--- src/rtl/onehot_key_capture_pkg.sv ---
// Shared definitions for the push-button front end and encoder-side checkers.
// Holds the key-capture FSM state encoding and one-hot legality helpers.
package onehot_key_capture_pkg;

    localparam int unsigned KEY_W = 4;

    typedef enum logic {
        ST_IDLE = 1'b0,
        ST_HELD = 1'b1
    } key_state_e;

    function automatic int unsigned key_popcount(input logic [KEY_W-1:0] v);
        int unsigned n;
        n = 0;
        for (int unsigned i = 0; i < KEY_W; i++) begin
            n += int'(v[i]);
        end
        return n;
    endfunction

    // True only for the four codes the downstream encoder may legally see.
    function automatic logic onehot_legal(input logic [KEY_W-1:0] v);
        return (key_popcount(v) == 1);
    endfunction

endpackage

--- src/rtl/onehot_key_capture_debounce_vec.sv ---
// Two-flop synchroniser plus a single shared debounce counter for a button vector.
// The whole vector must be unchanged for DEBOUNCE_CYCLES clocks before it becomes stable.
module debounce_vec #(
    parameter int unsigned WIDTH           = 4,
    parameter int unsigned DEBOUNCE_CYCLES = 1000000
) (
    input  logic             clk,
    input  logic             rst,
    input  logic [WIDTH-1:0] btn,
    output logic [WIDTH-1:0] stable
);

    localparam int unsigned CNT_W = $clog2(DEBOUNCE_CYCLES);
    localparam logic [CNT_W-1:0] CNT_MAX = CNT_W'(DEBOUNCE_CYCLES - 1);

    logic [WIDTH-1:0] r_s1;
    logic [WIDTH-1:0] r_s;
    logic [WIDTH-1:0] r_candidate;
    logic [WIDTH-1:0] r_stable;
    logic [CNT_W-1:0] r_cnt;

    always_ff @(posedge clk) begin
        if (rst) begin
            r_s1 <= '0;
            r_s  <= '0;
        end else begin
            r_s1 <= btn;
            r_s  <= r_s1;
        end
    end

    // Any bit change restarts the count; the counter saturates once the vector is accepted.
    always_ff @(posedge clk) begin
        if (rst) begin
            r_candidate <= '0;
            r_stable    <= '0;
            r_cnt       <= '0;
        end else if (r_s != r_candidate) begin
            r_candidate <= r_s;
            r_cnt       <= '0;
        end else if (r_cnt == CNT_MAX) begin
            r_stable    <= r_candidate;
        end else begin
            r_cnt       <= r_cnt + CNT_W'(1);
        end
    end

    assign stable = r_stable;

endmodule

--- src/rtl/onehot_key_capture.sv ---
// Turns four raw push-buttons into a registered one-hot request for the 4-to-2 encoder.
// Only single-button presses are accepted; multi-button presses raise multi_err instead.
module onehot_key_capture
    import onehot_key_capture_pkg::*;
#(
    parameter int unsigned DEBOUNCE_CYCLES = 1000000
) (
    input  logic             clk,
    input  logic             rst,
    input  logic [KEY_W-1:0] btn,
    output logic [KEY_W-1:0] onehot,
    output logic             valid,
    output logic             code_valid,
    output logic             multi_err
);

    logic [KEY_W-1:0] w_stable;

    key_state_e       r_state;
    key_state_e       w_state_nxt;
    logic [KEY_W-1:0] r_onehot;
    logic [KEY_W-1:0] w_onehot_nxt;
    logic             r_valid;
    logic             w_valid_nxt;
    logic             r_code_valid;
    logic             w_code_valid_nxt;
    logic             r_multi_err;
    logic             w_multi_err_nxt;

    debounce_vec #(
        .WIDTH           (KEY_W),
        .DEBOUNCE_CYCLES (DEBOUNCE_CYCLES)
    ) u_debounce (
        .clk    (clk),
        .rst    (rst),
        .btn    (btn),
        .stable (w_stable)
    );

    always_ff @(posedge clk) begin
        if (rst) begin
            r_state      <= ST_IDLE;
            r_onehot     <= '0;
            r_valid      <= 1'b0;
            r_code_valid <= 1'b0;
            r_multi_err  <= 1'b0;
        end else begin
            r_state      <= w_state_nxt;
            r_onehot     <= w_onehot_nxt;
            r_valid      <= w_valid_nxt;
            r_code_valid <= w_code_valid_nxt;
            r_multi_err  <= w_multi_err_nxt;
        end
    end

    // HELD swallows every change until all buttons are released, so pulses only leave IDLE.
    always_comb begin
        w_state_nxt      = r_state;
        w_onehot_nxt     = r_onehot;
        w_valid_nxt      = 1'b0;
        w_code_valid_nxt = r_code_valid;
        w_multi_err_nxt  = 1'b0;
        unique case (r_state)
            ST_IDLE: begin
                if (w_stable != '0) begin
                    w_state_nxt = ST_HELD;
                    if (onehot_legal(w_stable)) begin
                        w_onehot_nxt     = w_stable;
                        w_valid_nxt      = 1'b1;
                        w_code_valid_nxt = 1'b1;
                    end else begin
                        w_multi_err_nxt  = 1'b1;
                    end
                end
            end
            ST_HELD: begin
                if (w_stable == '0) begin
                    w_state_nxt = ST_IDLE;
                end
            end
            default: w_state_nxt = ST_IDLE;
        endcase
    end

    assign onehot     = r_onehot;
    assign valid      = r_valid;
    assign code_valid = r_code_valid;
    assign multi_err  = r_multi_err;

endmodule

--- config.mk ---
export PLATFORM = sky130hd
export DESIGN_NAME = onehot_key_capture
export DESIGN_NICKNAME = d
export VERILOG_FILES = /design/src/rtl/onehot_key_capture_pkg.sv /design/src/rtl/onehot_key_capture_debounce_vec.sv /design/src/rtl/onehot_key_capture.sv
export SDC_FILE = /design/constraint.sdc
export NUM_CORES = 1
export LEC_CHECK = 0
export ABC_AREA = 1
export CORE_MARGIN = 8
export CORE_UTILIZATION = 31
export DETAILED_ROUTE_END_ITERATION = 8
export GPL_TIMING_DRIVEN = 0
export PLACE_DENSITY = 0.47
export SYNTH_ARGS = -nofsm -noshare
export SYNTH_HDL_FRONTEND = slang
export SYNTH_SLANG_ARGS = --single-unit
--- constraint.sdc ---
create_clock -name clk -period 2.6 [get_ports clk]
set_input_delay 0.65 -clock clk [delete_from_list [all_inputs] [get_ports clk]]
set_output_delay 0.65 -clock clk [all_outputs]
set_load 0.01 [all_outputs]
# --- After elaboration in Yosys (flattened, before gate mapping) ---
# Cells that the tools add are included.
op_classes:
  reduce_logical: 6
  muxes: 5
  n_eq_ne: 3
  add_sub_neg: 4
  n_bitwise: 3
op_table:
  columns: ["op", "count"]
  rows:
  - ["adder 20 x 1 -> 20 bit (second input constant)", 1]
  - ["== test 20 bit (second input constant)", 1]
  - ["adder 3 x 1 -> 4 bit", 1]
  - ["== test 4 x 1 -> 1 bit (second input constant)", 1]
  - ["logical NOT 4 bit", 1]
  - ["two-way mux 1 bit", 4]
  - ["!= test 4 bit", 1]
  - ["nonzero test 4 bit", 1]
  - ["adder 2 x 1 -> 3 bit", 1]
  - ["NOT 1 bit", 3]
  - ["AND reduction 3 bit", 1]
  - ["OR reduction 3 bit", 1]
  - ["adder 1 x 1 -> 2 bit", 1]
  - ["case mux 1 bit (2 select lines)", 1]
  - ["AND reduction 2 bit", 1]
  - ["OR reduction 2 bit", 1]
totals:
  wordCells: 31
  input_bits: 6
  ff_bits: 44
  out_inout_bits: 7

# --- Depth between registers and ports, before layout ---
# Gate-level depths: netlist of the first run.
depth:
  word_depth: 5
  ltp_mapped: 10
  mapped_depth_nobuf: 10

# --- Hierarchy ---
# A second synthesis of the first run with hierarchy kept.
hier_totals:
  cells_unflattened: 290
  area_unflattened_um2: 2070.7
by_module_without_submodules:
  columns: ["module", "area_each_um2", "instances", "cells_each", "seq_area_each_um2"]
  rows:
  - ["debounce_vec", 1650.3, 1, 240, 720.7]
  - ["onehot_key_capture", 420.4, 1, 50, 160.2]

# --- Worst setup path after synthesis of the first run ---
# OpenSTA, ideal clock, no wires.
synth_timing:
  path_kind: "reg-to-reg"
  startpoint: "register u_debounce.r_stable[0] (netlist: u_debounce.stable[0])"
  endpoint: "register r_onehot[0] (netlist: onehot[0])"
  t_arrival_ps: 2064
  synth_period_minus_slack_ps: 2134
  setup_slack_ps: 466
  stages_incl_launch_ff: 11
  setup_time_ps: 70
  required_time_ps: 2530
  n_path_buf: 0
  path_cell_list: "dfxtp_1 inv_1 fa_1 inv_1 ha_1 ha_1 nor3b_1 nand3_1 inv_1 o21ai_0 a21oi_1"
synth_via:
  elab_chain_len: 5
synth_rtl:
  columns: ["item", "line", "rtl"]
  rows:
  - ["from (decl)", "onehot_key_capture_debounce_vec.sv:19", "logic [WIDTH-1:0] r_stable;"]
  - ["from (signal assigned)", "onehot_key_capture_debounce_vec.sv:42", "r_stable <= r_candidate;"]
  - ["adder 1 x 1 -> 2 bit", "onehot_key_capture_pkg.sv:16", "n += int'(v[i]);"]
  - ["adder 2 x 1 -> 3 bit", "onehot_key_capture_pkg.sv:16", null]
  - ["adder 3 x 1 -> 4 bit", "onehot_key_capture_pkg.sv:16", null]
  - ["== test 4 x 1 -> 1 bit", "onehot_key_capture_pkg.sv:23", "return (key_popcount(v) == 1);"]
  - ["AND reduction 3 bit (no source line)", null, null]
  - ["to (signal assigned)", "onehot_key_capture.sv:49", "r_onehot <= w_onehot_nxt;"]
  - ["to (decl)", "onehot_key_capture.sv:21", "logic [KEY_W-1:0] r_onehot;"]
# Parallel ways exist; a longest one is shown, timed or not.
# A chain may end at the register's enable or synchronous reset.

# --- Final worst setup path of the first run ---
layout_timing:
  startpoint: "register u_debounce.r_stable[0] (netlist: u_debounce.stable[0])"
  endpoint: "register r_onehot[3] (netlist: onehot[3])"
layout_via:
  elab_chain_len: 5
layout_rtl:
  columns: ["item", "line"]
  rows:
  - ["adder 1 x 1 -> 2 bit", "onehot_key_capture_pkg.sv:16"]
  - ["adder 2 x 1 -> 3 bit", "onehot_key_capture_pkg.sv:16"]
  - ["adder 3 x 1 -> 4 bit", "onehot_key_capture_pkg.sv:16"]
  - ["== test 4 x 1 -> 1 bit", "onehot_key_capture_pkg.sv:23"]
  - ["AND reduction 3 bit (no source line) (*)", null]
# Mark *: on every way between the ends. The rest lies on a longest branch, timed or not.

==> results.yml, run 1 <==
worst_setup_path:
  crit_path_end_kind: "register"
  path_depth: 10
  cp_num_buf_inv: 3
  cp_data_arrival_time_ps: 2510
  crit_type: "register to register"
  critPathSlowestCell: "fa_1"
  cp_top_family: "adder cells"
  r2r_cells: 10
  start_kind: "register"
  critPathMaxStageDelay_ps: 550
  crit_chain: "inv_1 -> fa_1 -> inv_1 -> ha_1 -> ha_1 -> nor3b_1 -> nand3_1 -> inv_2 -> o21ai_0 -> a21oi_1"
  crit_path_max_fanout: 8
  critical_path_required_ps: 2830
final_layout:
  synthToLayoutAreaGrowth_pct: 16.33
  fin_nets: 303
  finalInstanceArea_um2: 2335
  drive_above_1_share_pct: 10.58
  n_antenna_cell: 0
  final_core_util_pct: 36.98
clock_tree:
  cts_setup_buffers: 0
  clk_pin_slew_ps: 90
  cts_made_buffers: 5
  cts_tree: "done"
  cts_hold_buffers: 0
  cts_buffer_depth: 2
  cts.sinks: 44
  h-tree-depth: 2
  clk_latency_ps: 290
  clk_root_buffer_cell: "clkbuf_8"
  cts.repair.resized: 0
logic_synthesis:
  postSynthAreaPerCell_um2: 7.325
  synth_nets: 285
  synthArstFlopShare_pct: 0
  synth.lib_cells_used.distinct: 29
  syn_inst: 274
  yosys_warnings: 0
  synth_edf_count: 0
  synth_top_flop_cell: "dfxtp_1"
  synth_area_um2: 2007
  ys_seq_area_share_pct: 43.89
  ys_ff_latch: 44
detailed_routing:
  vias_per_cell: 4.384
  ant_nets: 0
  drt_first_iter_violations: 30
  route.detailed.drc: 0
  vias: 1622
  routedWlPerCell_um: 10.07
  wirelength_um: 3726
  dr.pass1.iters: 4
place:
  dpl-instance-area_um2: 2213
  place.gp.congestion: 0.7386
  io_buffer_count: 11
  dp_hpwl_um: 2863
floorplanning:
  die_w_um: 96.46
  core_um2: 6314
  die_area_um2: 9305
  die_h_um: 96.46
  rows: 29
  initial_core_util_pct: 31.79
  ioPinCount: 13
power_and_ir_drop:
  vdd_drop_max_mv: 0.2998
  p_seq_share_pct: 53.3
  intPower_mw: 1.020
  clockPowerShare_pct: 42.2
  powerDensity_nw_per_um2: 553.2
  power.leakage_nw: 0.8836
  comb_power_share_pct: 4.5
  p_switching_mw: 0.2713
  p_sw_share_pct: 21.00
sta:
  whs_ps: 403.5
  clock_skew_ps: 7.726
  setup_tns_ps: 0
  max_freq_mhz: 437.7
  final-max-slew-violation-count: 0
  period_share_pct: 87.88
  rsz0062_at_grt: "false"
  max-slew-margin-rel_pct: 73.48
  setup-violations-final: 0
  worst_pin_slew_ps: 397.8
  hold_viol: 0
  post-route-min-period_ps: 2285
global_routing:
  track_usage_pct: 9.171
  overflow: 0
  antenna_found_initial: 0
  grt_start_max_net_pins: 15
  grt_pass1_wl_um: 6851
  grt_pass1_vias: 1624
status:
  outcome: "completed"
flow_run:
  cap_violations: 0
hold_path:
  hold_path.class: "register to register"
  hold_depth: 2
[placed cells by master, fill, tap and decap left out, types with 2 or more instances in the layout]
master	instances
nor3b_1	2
ha_1	4
a21oi_1	20
clkdlybuf4s50_1	11
nand2_2	4
a31oi_1	2
nand3_1	13
nand2_1	50
nand4_1	8
nor2_2	2
dfxtp_1	44
nor2_4	4
inv_1	43
xnor2_1	5
clkbuf_8	6
nor3_1	3
nor2_1	42
inv_2	6
o21ai_0	10
[tightest hold or removal path, delay by kind of cell (launching register included)]
family | cells | cell delay, ps
flip-flops | 1 | 300
AND/OR/NAND/NOR | 1 | 30
buffers and inverters | 1 | 40
[state kept, by name, summed over array words and instances (netlist names)]
signal / flops
u_debounce.r_s1: 4
u_debounce.r_cnt: 20
r_state: 1
u_debounce.r_candidate: 4
u_debounce.r_s: 4
u_debounce.stable: 4
valid: 1
code_valid: 1
multi_err: 1
onehot: 4
[final timing paths]
kind | from | slack (ps) | endpoint
worst max-delay path | u_debounce.stable[0]$_SDFFE_PP0P_ | 320 | onehot[3]$_SDFFE_PP0P_
worst min-delay path | u_debounce.r_s1[2]$_SDFF_PP0_ | 400 | u_debounce.r_s[2]$_SDFF_PP0_
worst max register to register | u_debounce.stable[0]$_SDFFE_PP0P_ | 320 | onehot[3]$_SDFFE_PP0P_
worst min register to register | u_debounce.r_s1[2]$_SDFF_PP0_ | 400 | u_debounce.r_s[2]$_SDFF_PP0_
[power groups by stage]
stage | combinational [mW] | sequential [mW] | clock (mW)
floorplan | 0.0433 | 0.704 | 0
global placement | 0.0589 | 0.705 | 0
detailed placement | 0.0594 | 0.705 | 0
CTS | 0.0595 | 0.689 | 0.573
global route | 0.0671 | 0.690 | 0.600
finish | 0.0581 | 0.689 | 0.545
[final cells by class]
class                           instances  area, um^2
Buffer                                  3       20.02
Clock buffer                            6       82.58
Clock inverter                          2       38.79
Fill cell                             687        3979
Inverter                               50       187.7
Multi-Input combinational cell        177       918.4
Sequential cell                        44       880.8
Tap cell                               77       96.34
Timing Repair Buffer                   11       110.1
[per-layer routing]
layer / up-vias / global-route usage, % / routed length (um)
met2: 12 / 15.28 / 1750
li1: 892 / - / -
met5: - / 0 / 0
met4: 0 / 3.026 / 37
met1: 713 / 10.89 / 1838
met3: 5 / 2.937 / 100
[cell families (layout without fill, tap and decap cells)]
group           after synthesis  in the layout  share of synthesized area [%]
compound gates               32             32                          8.105
xor+xnor                      5              5                          2.182
fa+ha+maj                     5              5                          3.491
buf+inv                      53             72                          10.35
flops                        44             44                          43.89
simple gates                135            135                          31.98
[Yosys cell counts, drive strengths merged, types with 2 or more instances]
library cell | n | area, um^2
ha | 4 | 50.05
buf | 2 | 16.26
o21ai | 10 | 50.05
nor3 | 4 | 31.28
inv | 49 | 183.9
nor3b | 2 | 15.01
a31oi | 2 | 12.51
nand2 | 55 | 224.0
nor2 | 48 | 215.2
dfxtp | 44 | 880.8
xnor2 | 5 | 43.79
nand3b | 2 | 18.77
a21oi | 20 | 100.1
nand4 | 8 | 50.05
nand3 | 14 | 75.07
[per-stage QoR]
step / total power, mW / setup slack [ps] / std cells
finish: 1.292 / 315.2 / 370
global route: 1.357 / 61.31 / 370
CTS: 1.321 / 211.1 / 370
detailed placement: 0.7644 / 247.3 / 362
global placement: 0.7638 / 248.9 / 362
floorplan: 0.7472 / 466.4 / 274
No activity file was read; power rests on OpenSTA's default activity.
==> run 2, diff against run 1 <==
SLEW_MARGIN = 20   (was unset)
==> results of run 2 <==
Same layout as run 1: the final DEF is identical, and so are final timing and power.
==> run 3, diff against run 2 <==
RECOVER_POWER = 100   (was unset)
==> run 3 against run 2 <==
Effect of this change:
- wire length fell by 0.48%
- clock skew is essentially flat
- sequential share of layout area rose by 0.60 points
- via count down 0.37%
- total power fell by 0.42%
- clock power hardly changed
- worst setup slack gained 0.53 ps
- fmax hardly changed
- core utilization shrank 0.57 points
- sequential power hardly changed
- global-route usage unchanged
- largest cell class unchanged
- highest routed layer unchanged
==> results.yml, run 3 (synthesized netlist as in run 1, its figures left out) <==
clock_tree:
  cts_tree: "done"
  cts.sinks: 44
  cts_buffer_depth: 2
  cts_setup_buffers: 0
  clk_root_buffer_cell: "clkbuf_8"
  cts_made_buffers: 5
  h-tree-depth: 2
  clk_pin_slew_ps: 90
  clk_latency_ps: 290
power_and_ir_drop:
  powerDensity_nw_per_um2: 559.5
  power.leakage_nw: 0.8996
  vdd_drop_max_mv: 0.2997
detailed_routing:
  vias_per_cell: 4.368
  drt_first_iter_violations: 36
  ant_nets: 0
  vias: 1616
  routedWlPerCell_um: 10.02
  route.detailed.drc: 0
  wirelength_um: 3708
  dr.pass1.iters: 4
sta:
  worst_pin_slew_ps: 477.5
  max-slew-margin-rel_pct: 68.05
  rsz0062_at_grt: "false"
  setup-violations-final: 0
  period_share_pct: 87.86
  post-route-min-period_ps: 2284
  finalWorstSetupSlack_ps: 315.7
  final-max-slew-violation-count: 0
  clock_skew_ps: 8.035
  hold_viol: 0
  max_freq_mhz: 437.8
  setup_tns_ps: 0
floorplanning:
  die_area_um2: 9305
  die_w_um: 96.46
  core_um2: 6314
  die_h_um: 96.46
  ioPinCount: 13
  rows: 29
  initial_core_util_pct: 31.79
worst_setup_path:
  crit_path_end_kind: "register"
  cp_data_arrival_time_ps: 2510
  start_kind: "register"
  critical_path_required_ps: 2830
  cp-startpoint: "u_debounce.stable[0]$_SDFFE_PP0P_"
  crit_end: "onehot[3]$_SDFFE_PP0P_"
  r2r_setup_slack_ps: 320
  crit_path_max_fanout: 8
  worstReg2RegStart: "u_debounce.stable[0]$_SDFFE_PP0P_"
  r2r_cells: 10
  r2r-end: "onehot[3]$_SDFFE_PP0P_"
  crit_type: "register to register"
final_layout:
  final_cells: 370
  synthToLayoutAreaGrowth_pct: 14.53
  fin_nets: 303
  regMostFlops: "u_debounce.r_cnt"
  largest_reg_flops: 20
  drive_above_1_share_pct: 8.191
  n_antenna_cell: 0
  final_cell_mix: "nand2_1 (52), nor2_1 (45), dfxtp_1 (44)"
  nFillCells: 695
  finalInstanceArea_um2: 2298
  final_common_cell: "nand2_1"
  multi_input_area_um2: 890.9
  seqCellArea_um2: 880.8
place:
  dp_hpwl_um: 2863
  place.gp.congestion: 0.7386
  pre_cts_slack_ps: 247.3
  dpl-instance-area_um2: 2213
  io_buffer_count: 11
  place_inst: 362
status:
  outcome: "completed"
flow_run:
  cap_violations: 0
global_routing:
  overflow: 0
  antenna_found_initial: 0
  track_usage_pct: 9.171
  grt_start_max_net_pins: 15
  grt_pass1_wl_um: 6851
  grt_pass1_vias: 1624
hold_path:
  hold_path.class: "register to register"
-- run 3: cell count changes in the layout (fill, tap and decap cells not counted), sizes merged --
cell           delta
dlygate4sd3       +7
clkbuf            +2
buf               -2
clkdlybuf4s50     -7
-- run 3: where the power goes --
group | switching [mW] | internal (mW)
registers | 0.00547 | 0.683
clock network | 0.230 | 0.314
logic | 0.0327 | 0.0200
-- run 3: per-layer routing --
layer	part of all wire, %	vias to the layer above	GRT usage (%)
met5	0	-	0
met4	1.0	0	3.026
met3	2.7	5	2.937
met2	47	14	15.28
met1	49	706	10.89
li1	-	891	-
-- run 3: what timing repair did --
action                     in CTS  in global routing
hold buffers                    0                  0
gates resized for setup         0                  1
setup endpoints to repair       0                  1
-- run 3: layout make-up --
class | instances | share of cell area, %
multi-input combinational | 177 | 38.76
sequential | 44 | 38.32
inverter | 50 | 8.166
timing repair buffer | 11 | 4.790
tap | 77 | 4.192
clock buffer | 6 | 3.593
clock inverter | 2 | 1.688
buffer | 3 | 0.4899
-- run 3: worst min path at each step --
stage | start | to | slack (ps) | cells past startpoint
after global placement | u_debounce.r_s1[1]$_SDFF_PP0_ | u_debounce.r_s[1]$_SDFF_PP0_ | 390 | 2
after floorplan | u_debounce.r_s1[0]$_SDFF_PP0_ | u_debounce.r_s[0]$_SDFF_PP0_ | 390 | 2
after CTS | u_debounce.r_s1[2]$_SDFF_PP0_ | u_debounce.r_s[2]$_SDFF_PP0_ | 410 | 2
final | u_debounce.r_s1[2]$_SDFF_PP0_ | u_debounce.r_s[2]$_SDFF_PP0_ | 400 | 2
after detailed placement | u_debounce.r_s1[2]$_SDFF_PP0_ | u_debounce.r_s[2]$_SDFF_PP0_ | 390 | 2
after global routing | u_debounce.r_s1[2]$_SDFF_PP0_ | u_debounce.r_s[2]$_SDFF_PP0_ | 430 | 2
-- run 3: metrics by stage --
| step | util, % | power [mW] | hold slack [ps] |
|---|---|---|---|
| 6_report | 36.41 | 1.286 | 403.5 |
| 3_3_place_gp | 35.06 | 0.7638 | 391.3 |
| 5_1_grt | 36.41 | 1.352 | 433.0 |
| 2_1_floorplan | - | 0.7472 | 388.3 |
| 3_5_place_dp | 35.06 | 0.7644 | 392.8 |
| 4_1_cts | 36.98 | 1.321 | 405.8 |
-- run 3: critical path, stage by stage, from the launching register on --
cell and delay, ps:
dfxtp_1 340, inv_1 80, fa_1 550, inv_1 40, ha_1 170, ha_1 260, nor3b_1 260, nand3_1 160
inv_2 150, o21ai_0 90, a21oi_1 120
